===== config.mk =====
export PLATFORM = sky130hd
export DESIGN_NAME = io_responder
export DESIGN_NICKNAME = d
export VERILOG_FILES = /design/src/rtl/io_responder.sv
export SDC_FILE = /design/constraint.sdc
export NUM_CORES = 1
export LEC_CHECK = 0
export ABC_AREA = 1
export CORE_MARGIN = 2
export CORE_UTILIZATION = 45
export DETAILED_ROUTE_END_ITERATION = 6
export GPL_ROUTABILITY_DRIVEN = 0
export GPL_TIMING_DRIVEN = 0
export PLACE_DENSITY = 0.7
export SLEW_MARGIN = 15
export SYNTH_ARGS = -nofsm -noshare
export SYNTH_HDL_FRONTEND = slang
export SYNTH_SLANG_ARGS = --single-unit

===== constraint.sdc =====
create_clock -name clk_i -period 6 [get_ports clk_i]
set_input_delay 0.6 -clock clk_i [delete_from_list [all_inputs] [get_ports clk_i]]
set_output_delay 0.6 -clock clk_i [all_outputs]
set_load 0.03 [all_outputs]

===== src/rtl/io_responder.sv =====
// Memory-mapped IO target: LED register, 64-bit cycle timer and an 8N1 UART
// transmitter fed by a small TX FIFO. Reads are combinational from the address.
module io_responder #(
  parameter int CLK_FREQ_HZ = 50000000,
  parameter int BAUD_RATE   = 115200,
  parameter int FIFO_DEPTH  = 8
) (
  input  logic        clk_i,
  input  logic        reset_i,
  input  logic [31:0] IO_memAddr_i,
  input  logic [31:0] IO_memWData_i,
  input  logic        IO_memWr_i,
  output logic [31:0] IO_memRData_o,
  output logic        uart_tx_o,
  output logic [7:0]  leds_o
);

  localparam int DIV = CLK_FREQ_HZ / BAUD_RATE;
  localparam int BW  = (DIV > 1) ? $clog2(DIV) : 1;
  localparam int PW  = $clog2(FIFO_DEPTH);
  localparam int CW  = $clog2(FIFO_DEPTH + 1);

  typedef enum logic [1:0] {IDLE, START, DATA, STOP} state_t;

  typedef struct packed {
    logic [23:0] rsvd;
    logic [3:0]  count;
    logic        ovf;
    logic        busy;
    logic        tx_idle;
    logic        full;
  } status_t;

  logic [2:0]    sel;
  logic [7:0]    fifo_mem [FIFO_DEPTH];
  logic [PW-1:0] wptr, rptr;
  logic [CW-1:0] count;
  logic          ovf;
  logic [63:0]   mtime;
  state_t        state;
  logic [BW-1:0] baud_cnt;
  logic [2:0]    bit_idx;
  logic [7:0]    shift_q;
  logic          full, push_req, pop, push, ovf_set, ovf_clr, baud_last;
  status_t       status;
  logic          unused_bits;

  assign unused_bits = ^{IO_memAddr_i[31:5], IO_memAddr_i[1:0], IO_memWData_i[31:8]};

  assign sel       = IO_memAddr_i[4:2];
  assign full      = (count == CW'(FIFO_DEPTH));
  assign push_req  = IO_memWr_i && (sel == 3'd1);
  // The transmitter drains the head only while idle; that same-cycle pop frees a slot.
  assign pop       = (state == IDLE) && (count != '0);
  assign push      = push_req && (!full || pop);
  assign ovf_set   = push_req && full && !pop;
  assign ovf_clr   = IO_memWr_i && (sel == 3'd2) && IO_memWData_i[3];
  assign baud_last = (baud_cnt == BW'(DIV - 1));

  always_comb begin
    status         = '0;
    status.count   = 4'(count);
    status.ovf     = ovf;
    status.busy    = (state != IDLE);
    status.tx_idle = (state == IDLE) && (count == '0);
    status.full    = full;
  end

  always_comb begin
    IO_memRData_o = '0;
    case (sel)
      3'd0:    IO_memRData_o = {24'd0, leds_o};
      3'd2:    IO_memRData_o = status;
      3'd3:    IO_memRData_o = mtime[31:0];
      3'd4:    IO_memRData_o = mtime[63:32];
      default: IO_memRData_o = '0;
    endcase
  end

  // Storage needs no reset: the pointers and count define what is valid.
  always_ff @(posedge clk_i) begin
    if (push) fifo_mem[wptr] <= IO_memWData_i[7:0];
  end

  always_ff @(posedge clk_i) begin
    if (reset_i) begin
      leds_o    <= '0;
      uart_tx_o <= 1'b1;
      wptr      <= '0;
      rptr      <= '0;
      count     <= '0;
      ovf       <= 1'b0;
      mtime     <= '0;
      state     <= IDLE;
      baud_cnt  <= '0;
      bit_idx   <= '0;
      shift_q   <= '0;
    end else begin
      mtime <= mtime + 64'd1;
      if (IO_memWr_i && (sel == 3'd0)) leds_o <= IO_memWData_i[7:0];
      if (push) wptr <= wptr + 1'b1;
      if (pop)  rptr <= rptr + 1'b1;
      case ({push, pop})
        2'b10:   count <= count + 1'b1;
        2'b01:   count <= count - 1'b1;
        default: ;
      endcase
      if (ovf_set)      ovf <= 1'b1;
      else if (ovf_clr) ovf <= 1'b0;

      case (state)
        IDLE: begin
          uart_tx_o <= 1'b1;
          if (pop) begin
            shift_q   <= fifo_mem[rptr];
            bit_idx   <= '0;
            baud_cnt  <= '0;
            uart_tx_o <= 1'b0;
            state     <= START;
          end
        end
        START: begin
          if (baud_last) begin
            baud_cnt  <= '0;
            uart_tx_o <= shift_q[0];
            state     <= DATA;
          end else baud_cnt <= baud_cnt + 1'b1;
        end
        DATA: begin
          if (baud_last) begin
            baud_cnt <= '0;
            if (bit_idx == 3'd7) begin
              uart_tx_o <= 1'b1;
              state     <= STOP;
            end else begin
              bit_idx   <= bit_idx + 1'b1;
              shift_q   <= shift_q >> 1;
              uart_tx_o <= shift_q[1];
            end
          end else baud_cnt <= baud_cnt + 1'b1;
        end
        STOP: begin
          if (baud_last) begin
            baud_cnt <= '0;
            state    <= IDLE;
          end else baud_cnt <= baud_cnt + 1'b1;
        end
        default: state <= IDLE;
      endcase
    end
  end

endmodule

# [Yosys cells after proc, flatten, opt, wreduce, memory -nomap -nowiden]
# Memories as Yosys holds them, arrays and structs flattened. A register that Yosys moved wholly into a read port is not among the register bits.
# Cells that the tools add are included.
[word_totals] regBits=106 ram_bits=64 elab_cells=92 input_bits=67 n_memories=1 output_inout_bits=41
[op_classes] n_reduce_logical=25 eq_ne=18 add_sub_neg=7 muxes=30
[memory_table] name="fifo_mem" depth=8 word_bits=8 rd=1 rd_clocked_by_memory_dff=1 wr=1 line_no="35" text="logic [7:0] fifo_mem [FIFO_DEPTH];"
[op_table] op="$pmux W32 S4" count=1
[op_table] op="$add A64 B1 Y64 const B" count=1
[op_table] op="$mux W8" count=3
[op_table] op="$mux W9" count=2
[op_table] op="$pmux W9 S2" count=1
[op_table] op="$pmux W8 S2" count=1
[op_table] op="$mux W3" count=5
[op_table] op="$ne A2 B2 Y1 const B" count=6
[op_table] op="$mux W2" count=5
[op_table] op="$add A3 B1 Y3 const B" count=3
[op_table] op="$add A9 B1 Y9 const B" count=1
[op_table] op="$eq A9 B9 Y1 const B" count=1
[op_table] op="$logic_and A1 B1 Y1" count=9
[op_table] op="$mux W1" count=8
[op_table] op="$pmux W2 S4" count=1
[op_table] op="$pmux W4 S2" count=1
[op_table] op="$reduce_bool A2 Y1" count=4
[op_table] op="$eq A2 B2 Y1 const B" count=3
[op_table] op="$eq A3 B2 Y1 const B" count=2
[op_table] op="$eq A3 B3 Y1 const B" count=2
[op_table] op="$pmux W3 S2" count=1
[op_table] op="$reduce_and A5 Y1" count=1
[op_table] op="$add A4 B1 Y4 const B" count=1
[op_table] op="$eq A2 B1 Y1 const B" count=2
[op_table] op="14 further kinds" count=15

# [Longest topological paths before layout]
# Gate-level depths: netlist of run 1.
[logic_depth] word_depth=6 depth_mapped=15 mapped_depth_nobuf=15

# [Worst setup path after synthesis of run 1]
# OpenSTA, ideal clock, no wires.
[synth_path] kind="input to output" from="in IO_memAddr_i[2]" to="out IO_memRData_o[12]" setup_slack_ns=3.598 n_path_buf=1 t_arrival_ns=1.802 stages=4 required_ns=5.400 path_cell_list="nor2_1 -> nand2_1 -> clkbuf_1 -> o21ai_0"
[synth_between] elab_chain_cells=2 word_cells_on_any_way=5 cone_classes="eq/ne: 3; mux: 1; reduce/logical: 1"
[synth_lines] item="from (decl)" line_no="10" text="input logic [31:0] IO_memAddr_i,"
[synth_lines] item="$eq A3 B3 Y1, or another cell as far along" line_no="71" text="case (sel)"
[synth_lines] item="$pmux W32 S4 (*)" line_no="71"
[synth_lines] item="to (decl)" line_no="13" text="output logic [31:0] IO_memRData_o,"
# Every way passes the cells marked *; elsewhere a longest branch is shown, timed or not.

# [Final worst setup path of run 1]
[layout_path] from="in IO_memAddr_i[3]" to="out IO_memRData_o[25]"
# Same word-level chain as after synthesis.

==> results.toml, run 1 <==
[yosys]
synthXorXnorAreaFrac_pct = 1.27
seq_area_frac_synth_pct = 45.8
ys.flop_type = "dfxtp_1"
synth_async_sr_flop_share_pct = 0
synth_simple_gate_area_share_pct = 33.6
yosys-mux-area-fraction_pct = 0
syn_inst = 1232
synth_edf_count = 64
synth.distinct_cells = 36
synth_area_leaders = "dfxtp_1 (24%), edfxtp_1 (21%), nand2_1 (14%)"
synth_commonest_cells = "nand2_1 (337), nor2_1 (200), inv_1 (120)"
synth_top_area_share_pct = 24.4
synth-compound-area-share_pct = 10.6
synth_area_mm2 = 0.00895
synth-seq-cells = 173
yosys.area_share.adder_pct = 2.10
yosysWarnings = 0
synth_top_family_by_area = "simple AND/OR/NAND/NOR gates"
post-synth-top-count-cell = "nand2_1"
syn_nets = 1314
syn_avg_cell_area_um2 = 7.27
yosysTopAreaCell = "dfxtp_1"

[min_path]
hold_start = "rptr[2]"
hold_class = "reg -> reg"

[finish]
nets = 1387
antenna_cells = 0
multiInputGateArea_mm2 = 0.00427
post-route-util_pct = 53.8
seq_area_mm2 = 0.00410
drive_above_1_share_pct = 6.83
area_growth_syn_to_layout_pct = 16.9
fill_cells = 1833

[drt]
dr.pass1.iters = 7
postRouteAntennaNets = 0
drtIter0Drc = 757
wl_per_cell_um = 16.2
drt-total-wl_um = 25600
drc = 0
via_count = 8418
viasPerCell = 5.32

[floorplan]
die_area_mm2 = 0.0210
pin_count = 108
rows = 51
initial_core_util_pct = 46.0
die_width_um = 145
die_h_um = 145
coreArea_mm2 = 0.0195

[grt]
met1_usage_pct = 33.8
grt_pass1_vias = 7785
grtUsageTotal_pct = 24.3
grtUsageMet2_pct = 38.9
grt.overflow.total = 0
grt_max_degree = 20
busiest_layer = "met2"
grt_pass1_wl_um = 40700
grtUsageMet3_pct = 3.27
antenna_found_initial = 0

[sta]
finalHoldViolCount = 0
timing.final.crit_share_pct = 59.4
worst_pin_slew_ns = 0.902
slew_viol_final = 0
setup-tns-final_ns = 0
rsz0062_at_grt = "false"
skew_ns = 0.0149
max_slew_margin_pct = 39.7
finalSetupViolCount = 0
min_period_ns = 3.56
clock.fmax_mhz = 281

[worst_setup_path]
end_kind = "output pin"
startpoint_type = "input port"
cp_data_arrival_time_ns = 2.96
cp-startpoint = "IO_memAddr_i[3]"
path_max_fanout = 10
path_cells = "clkdlybuf4s50_1 > nor2_1 > nand2_1 > clkbuf_1 > o21ai_0 > clkdlybuf4s50_1"
path_class = "in -> out"
path_common_cell = "clkdlybuf4s50_1"
rr_startpoint = "state[0]"
cp.required_ns = 5.40
max_stage_delay_ns = 0.73
slowest_stage = "clkdlybuf4s50_1"

[clock_tree]
cts_made_buffers = 17
htree_levels = 4
cts_hold_buf = 0
postCtsResizedCells = 0
post_cts_buffers = 0
root_buffer = "clkbuf_16"
clockBufferDepth = 2
worst_skew_pair.late_latency_ns = 0.44
cts_tree = "done"
cts_sinks = 173
clkSlewWorstSetupHoldPaths_ns = 0.07

[pwr]
p_per_area_mw_per_mm2 = 314
p_leak_nw = 3.58
peakVddDrop_mv = 0.213

[run]
drv_cap = 0

[place]
io_buffers = 54
hpwl_um = 19400

[status]
run_status = "finished clean"
power by group:
| part | total, mW | leakage, nW | switching [mW] | internal, mW |
|---|---|---|---|---|
| Combinational | 0.772 | 1.80 | 0.524 | 0.248 |
| Sequential | 1.34 | 1.46 | 0.0524 | 1.29 |
| Clock | 1.18 | 0.311 | 0.536 | 0.645 |
critical path, delay by kind of cell:
family,cells,cell delay (ns)
AND/OR/NAND/NOR,2,0.41
AO/OA/AOI/OAI,1,0.36
buffers and inverters,3,1.58
area by class of cell:
cell class,count,share of cell area [%]
Multi-Input combinational cell,907,40.8
Sequential cell,173,39.2
Timing Repair Buffer,54,5.17
Inverter,121,4.34
Clock buffer,17,4.07
Tap cell,265,3.17
Clock inverter,15,1.97
Buffer,31,1.26
final timing paths:
| kind | slack (ns) | endpoint | cells past startpoint |
|---|---|---|---|
| min | 0.47 | rptr[2] | 2 |
| min reg2reg | 0.47 | rptr[2] | 2 |
| max | 2.44 | IO_memRData_o[25] | 6 |
| max reg2reg | 3.28 | fifo_mem[0][0] | 7 |
sequential cells by signal (all words and copies together), names as in the netlist, 2 cells and up, named ones only:
name,count
leds_o,8
mtime,64
count,4
bit_idx,3
rptr,3
baud_cnt,9
wptr,3
state,2
shift_q,8
fifo_mem,64
kinds of logic (layout without fill, tap and decap cells):
group | count (synthesis) | count (layout)
XOR/XNOR | 13 | 13
buffers and inverters | 152 | 238
AND/OR/NAND/NOR | 704 | 704
adder cells (fa/ha/maj) | 15 | 15
flip-flops | 173 | 173
AO/OA/AOI/OAI | 175 | 175
placed cells by master (no fill, tap or decap), types with 3 or more instances in the layout:
cell and count:
nand2_2 14, a21oi_1 80, clkdlybuf4s50_1 54, nand3_1 92
clkbuf_1 18, nand2_1 337, nand4_1 20, o211ai_1 7
o2111ai_1 7, o21ai_0 60, nor2_1 200, edfxtp_1 64
inv_8 7, or2_2 4, buf_1 3, clkbuf_16 17
nor2_2 15, o22ai_1 17, nor3_1 5, dfxtp_1 109
inv_1 120, xor2_1 11, ha_1 15, nor2_4 8
buf_2 8
routing by layer:
metal  share of wire (%)  vias up  wire length, um
li1                    -     4185                -
met1                  46     3865            11800
met2                  45      317            11500
met3                 6.6       51             1690
met4                 2.4        0              612
met5                   0        -                0
stage by stage:
step                hold slack (ns)  cell area (um^2)  std cells  power (mW)  worst slack [ns]
finish                        0.467             10500       1583        3.29              2.44
global route                  0.490             10500       1583        3.45              2.31
CTS                           0.468             10500       1583        3.29              2.48
detailed placement            0.458              9820       1551        2.12              2.49
global placement              0.449              9820       1551        2.11              2.51
floorplan                     0.430              8950       1232        1.90              3.60
Note: power is estimated with default switching activity, not from simulation.
==> inputs of run 2 (changes only) <==
==> constraint.sdc (replaced) <==
create_clock -name clk_i -period 3.3 [get_ports clk_i]
set_input_delay 0.33 -clock clk_i [delete_from_list [all_inputs] [get_ports clk_i]]
set_output_delay 0.33 -clock clk_i [all_outputs]
set_load 0.03 [all_outputs]
==> results of run 2 <==
The final DEF is identical to that of run 1. Status: finished clean.
Among the figures that moved: setup slack after placement 2.49 ns -> 0.233 ns; setup slack after layout 2.44 ns -> 0.276 ns; register-to-register setup slack 3.28 ns -> 0.58 ns; total power 3.29 mW -> 5.98 mW; worst IR drop on VDD 0.213 mV -> 0.388 mV
